`src/rtl/seq_multiplier.sv`:
```
// seq_multiplier: iterative radix-2 shift-add multiplier, WIDTH x WIDTH -> 2*WIDTH.
// Unsigned or two's-complement signed operands are selected per operation.
// Ready/valid handshakes are used on both the operand side and the product side.
// Optional build macro SEQ_MUL_EARLY_TERM_EN: CALC also finishes as soon as no
// multiplier bits remain, which gives data-dependent latency.
module seq_multiplier #(
    parameter int unsigned WIDTH = 8
) (
    input  logic                 clk,
    input  logic                 rst_n,
    input  logic                 in_valid,
    output logic                 in_ready,
    input  logic [WIDTH-1:0]     a,
    input  logic [WIDTH-1:0]     b,
    input  logic                 is_signed,
    output logic                 out_valid,
    input  logic                 out_ready,
    output logic [2*WIDTH-1:0]   product,
    output logic                 busy
);

    localparam int unsigned CNT_W = $clog2(WIDTH + 1);

    typedef enum logic [1:0] {
        IDLE = 2'd0,
        CALC = 2'd1,
        DONE = 2'd2
    } state_t;

    state_t               state;
    logic [2*WIDTH-1:0]   mcand;
    logic [WIDTH-1:0]     mplr;
    logic [2*WIDTH-1:0]   acc;
    logic [CNT_W-1:0]     cnt;
    logic                 neg;

    logic [WIDTH-1:0]     mag_a;
    logic [WIDTH-1:0]     mag_b;
    logic [2*WIDTH-1:0]   acc_next;
    logic [WIDTH-1:0]     mplr_next;
    logic                 last;

    assign in_ready = (state == IDLE);
    assign busy     = (state != IDLE);

    // Operand magnitudes, the next partial sum, and the finish condition for the current step
    always_comb begin
        mag_a     = (is_signed && a[WIDTH-1]) ? -a : a;
        mag_b     = (is_signed && b[WIDTH-1]) ? -b : b;
        acc_next  = acc + (mplr[0] ? mcand : '0);
        mplr_next = mplr >> 1;
`ifdef SEQ_MUL_EARLY_TERM_EN
        last      = (cnt == CNT_W'(1)) || (mplr_next == '0);
`else
        last      = (cnt == CNT_W'(1));
`endif
    end

    // Control FSM and datapath registers; product and out_valid are registered here
    always_ff @(posedge clk or negedge rst_n) begin
        if (!rst_n) begin
            state     <= IDLE;
            mcand     <= '0;
            mplr      <= '0;
            acc       <= '0;
            cnt       <= '0;
            neg       <= 1'b0;
            product   <= '0;
            out_valid <= 1'b0;
        end else begin
            case (state)
                IDLE: begin
                    if (in_valid) begin
                        mcand <= {{WIDTH{1'b0}}, mag_a};
                        mplr  <= mag_b;
                        acc   <= '0;
                        cnt   <= CNT_W'(WIDTH);
                        neg   <= is_signed & (a[WIDTH-1] ^ b[WIDTH-1]);
                        state <= CALC;
                    end
                end
                CALC: begin
                    acc   <= acc_next;
                    mcand <= mcand << 1;
                    mplr  <= mplr_next;
                    cnt   <= cnt - CNT_W'(1);
                    if (last) begin
                        product   <= neg ? -acc_next : acc_next;
                        out_valid <= 1'b1;
                        state     <= DONE;
                    end
                end
                DONE: begin
                    if (out_ready) begin
                        out_valid <= 1'b0;
                        state     <= IDLE;
                    end
                end
                default: begin
                    state <= IDLE;
                end
            endcase
        end
    end

endmodule
```
`config.mk`:
```
export PLATFORM = sky130hd
export DESIGN_NAME = seq_multiplier
export DESIGN_NICKNAME = d
export VERILOG_FILES = /design/src/rtl/seq_multiplier.sv
export SDC_FILE = /design/constraint.sdc
export NUM_CORES = 1
export LEC_CHECK = 0
export ABC_CLOCK_PERIOD_IN_PS = 4100
export CAP_MARGIN = 30
export CORE_UTILIZATION = 40
export CTS_CLUSTER_DIAMETER = 30
export DETAILED_ROUTE_END_ITERATION = 8
export GPL_ROUTABILITY_DRIVEN = 0
export PLACE_DENSITY = 0.6
export SYNTH_ARGS = -nofsm -noshare
export SYNTH_HDL_FRONTEND = slang
export SYNTH_SLANG_ARGS = --single-unit
```
`constraint.sdc`:
```
create_clock -name clk -period 4.1 [get_ports clk]
set_input_delay 0.41 -clock clk [delete_from_list [all_inputs] [get_ports clk]]
set_output_delay 0.41 -clock clk [all_outputs]
set_load 0.005 [all_outputs]
```
==> out/results.ini <==
[status]
status = complete, no violations

[global_route]
antenna_found_initial = 0
grt_pass1_wl_mm = 14.7
grt_start_max_net_pins = 40
grt_overflow_total = 0
grt_pass1_vias = 3212
gr-usage-all-layers = 0.180

[sta]
max_freq_mhz = 278
fin_crit_sh = 0.878
drv_slew = 0
rsz0062_at_grt = no
worst_pin_slew_ns = 0.960
finalSetupViolCount = 0
fin_skew_ns = 0.0141
hold_viol_final = 0
finalCriticalPeriod_ns = 3.60
setup_total_negative_slack_ns = 0
max_slew_margin = 0.358

[place]
io_buffer_count = 39
dp_hpwl_mm = 6.57
dpl_cell_area_um2 = 4570

[drt]
viasPerCell = 5.34
drc = 0
ant_nets = 0
totalWireLength_mm = 8.81
drtIter0Drc = 156
drt_pass1_iterations = 4
wl_per_cell_um = 14.1
vias = 3340

[clocking]
path_clk_slew_ns = 0.08
cts_buffers = 9
root_buffer = clkbuf_8
clk_latency_ns = 0.35
htree_levels = 3
cts_resized = 0
ctsHoldBuffers = 0
ctsLongestPathBuffers = 2
clock_sinks = 64
cts_setup_buffers = 0
cts_tree = yes

[die]
std_cell_rows = 36
initial_core_util = 0.416
die_x_um = 103
core-area_um2 = 9820
dieArea_um2 = 10600
ios = 40
die_y_um = 103

[setup_path]
worst_setup_path_end_kind = register
cp_max_fo = 17
r2r_start = mplr[0]
rrSetupSlack_ns = 0.50
startpoint = mplr[0]
r2r_end = product[13]
worstPathArrival_ns = 3.80
rr_worst_depth = 11
critical_path_class = register to register
cp.required_ns = 4.30
startpoint_type = register

[yosys]
synth_nets = 498
synth-edff-count = 0
yosys_warnings = 0
ys.flop_type = dfrtp_1
synth_area_per_cell_um2 = 8.96
async_reset_ff_frac = 1.00
ys_ff_latch = 64
syn_area_um2 = 4090
yosysUniqueCellTypes = 60
synth_cells = 456
ys_seq_area_frac = 0.392

[power]
p_per_area_nw_per_um2 = 792
peakVddDrop_mv = 0.215
leakage_nw = 2.04

[finish]
stdcell_area_um2 = 4730
fillCellCount = 997
finalNetCount = 530
diodes = 0
multi_input_area_um2 = 2310
synthToLayoutAreaGrowth_pct = 15.7
area.sequential_um2 = 1600
drive_gt1_frac = 0.0772

[flow_run]
drv_cap = 0

[worst_hold_path]
min_path_type = primary input to asynchronous set/reset pin

power breakdown:
group	internal (mW)	switching, mW	total (mW)
Combinational	0.922	1.24	2.16
Clock	0.216	0.241	0.457
Sequential	0.913	0.211	1.12
Total	2.05	1.69	3.74
routing by layer:
metal	global-route usage	routed length, µm	vias up
met5	0	0	-
met4	0.0531	97	0
met3	0.0393	343	12
met2	0.305	4000	72
met1	0.231	4360	1570
li1	-	-	1686
cells in the mapped netlist (5+ instances only):
master,count,area share
a31oi_1,5,0.0077
clkbuf_1,14,0.013
ha_1,20,0.061
nor3_1,7,0.0086
nand3_1,28,0.034
a21oi_1,11,0.013
dfrtp_1,64,0.39
nor2_1,23,0.021
xnor2_1,19,0.041
nand2_1,68,0.062
o21ai_0,45,0.055
inv_1,18,0.017
xor2_1,15,0.032
a22o_1,7,0.015
a22oi_1,13,0.024
and2_1,18,0.028
o21ai_1,5,0.0061
metrics by stage:
step                 util  hold slack, ns  setup WS (ns)  power [mW]  std cells
detailed placement  0.466           0.442          0.497        3.31        610
CTS                 0.482          0.0661          0.484        3.78        625
finish              0.482          0.0449          0.499        3.74        625
floorplan               -           0.114          0.806        2.73        456
global placement    0.463           0.443          0.618        3.23        609
global route        0.482          0.0952          0.214        4.11        625
cell type report:
cell class,instances,share of cell area
well taps,133,0.0352
inverters,18,0.0143
clock inverters,3,0.00423
repair buffers,42,0.0905
multi-input cells,353,0.489
flip-flops and latches,64,0.339
clock buffers,12,0.0286
cells in the final DEF, fill, tap and decap left out, types with 3 or more instances in the layout:
master and count:
a22oi_1 13, nor2_1 22, a21oi_1 11, and2_1 18, or3_1 4, xnor2_1 19, o41ai_2 3, clkdlybuf4s50_1 38
mux2i_1 4, ha_1 20, xor2_1 15, nand3_1 28, clkbuf_8 9, o31ai_1 4, nor3_1 7, a31oi_1 5
dfrtp_1 64, nor4_1 4, a22o_1 7, nor2b_1 3, a211oi_1 4, inv_1 18, o21ai_1 5, nand2_1 68
clkbuf_1 3, o21ai_0 45
cells by family after synthesis:
logic type / synth area share
and+or+nand+nor: 0.193
AOI/OAI and AO/OA: 0.213
DFF: 0.392
buffers and inverters: 0.0441
xor gates and xnor gates: 0.0768
adders and majority gates: 0.0661
muxes: 0.0153
worst max-delay path, cell delays in order, from the launching register on:
cell	delay [ns]
dfrtp_1	0.52
and2_1	0.24
ha_1	0.23
fa_1	0.44
a211oi_1	0.36
o21ai_2	0.17
nand4_1	0.11
nand3_1	0.16
or4_4	0.60
o41ai_2	0.37
xor2_1	0.18
o21ai_1	0.07
state kept, by name, summed over array words and instances (netlist names):
signal     flops
state          2
mplr           8
out_valid      1
product       16
acc           16
neg            1
cnt            4
mcand         16
worst max path at each step:
stage                   to  slack, ns  cells after the start
6_report       product[13]       0.50                     11
2_1_floorplan  product[13]       0.81                     12
4_1_cts        product[13]       0.48                     11
3_5_place_dp   product[13]       0.50                     11
5_1_grt        product[13]       0.21                     11
3_3_place_gp   product[13]       0.62                     11
Note: power is estimated with default switching activity, not from simulation.
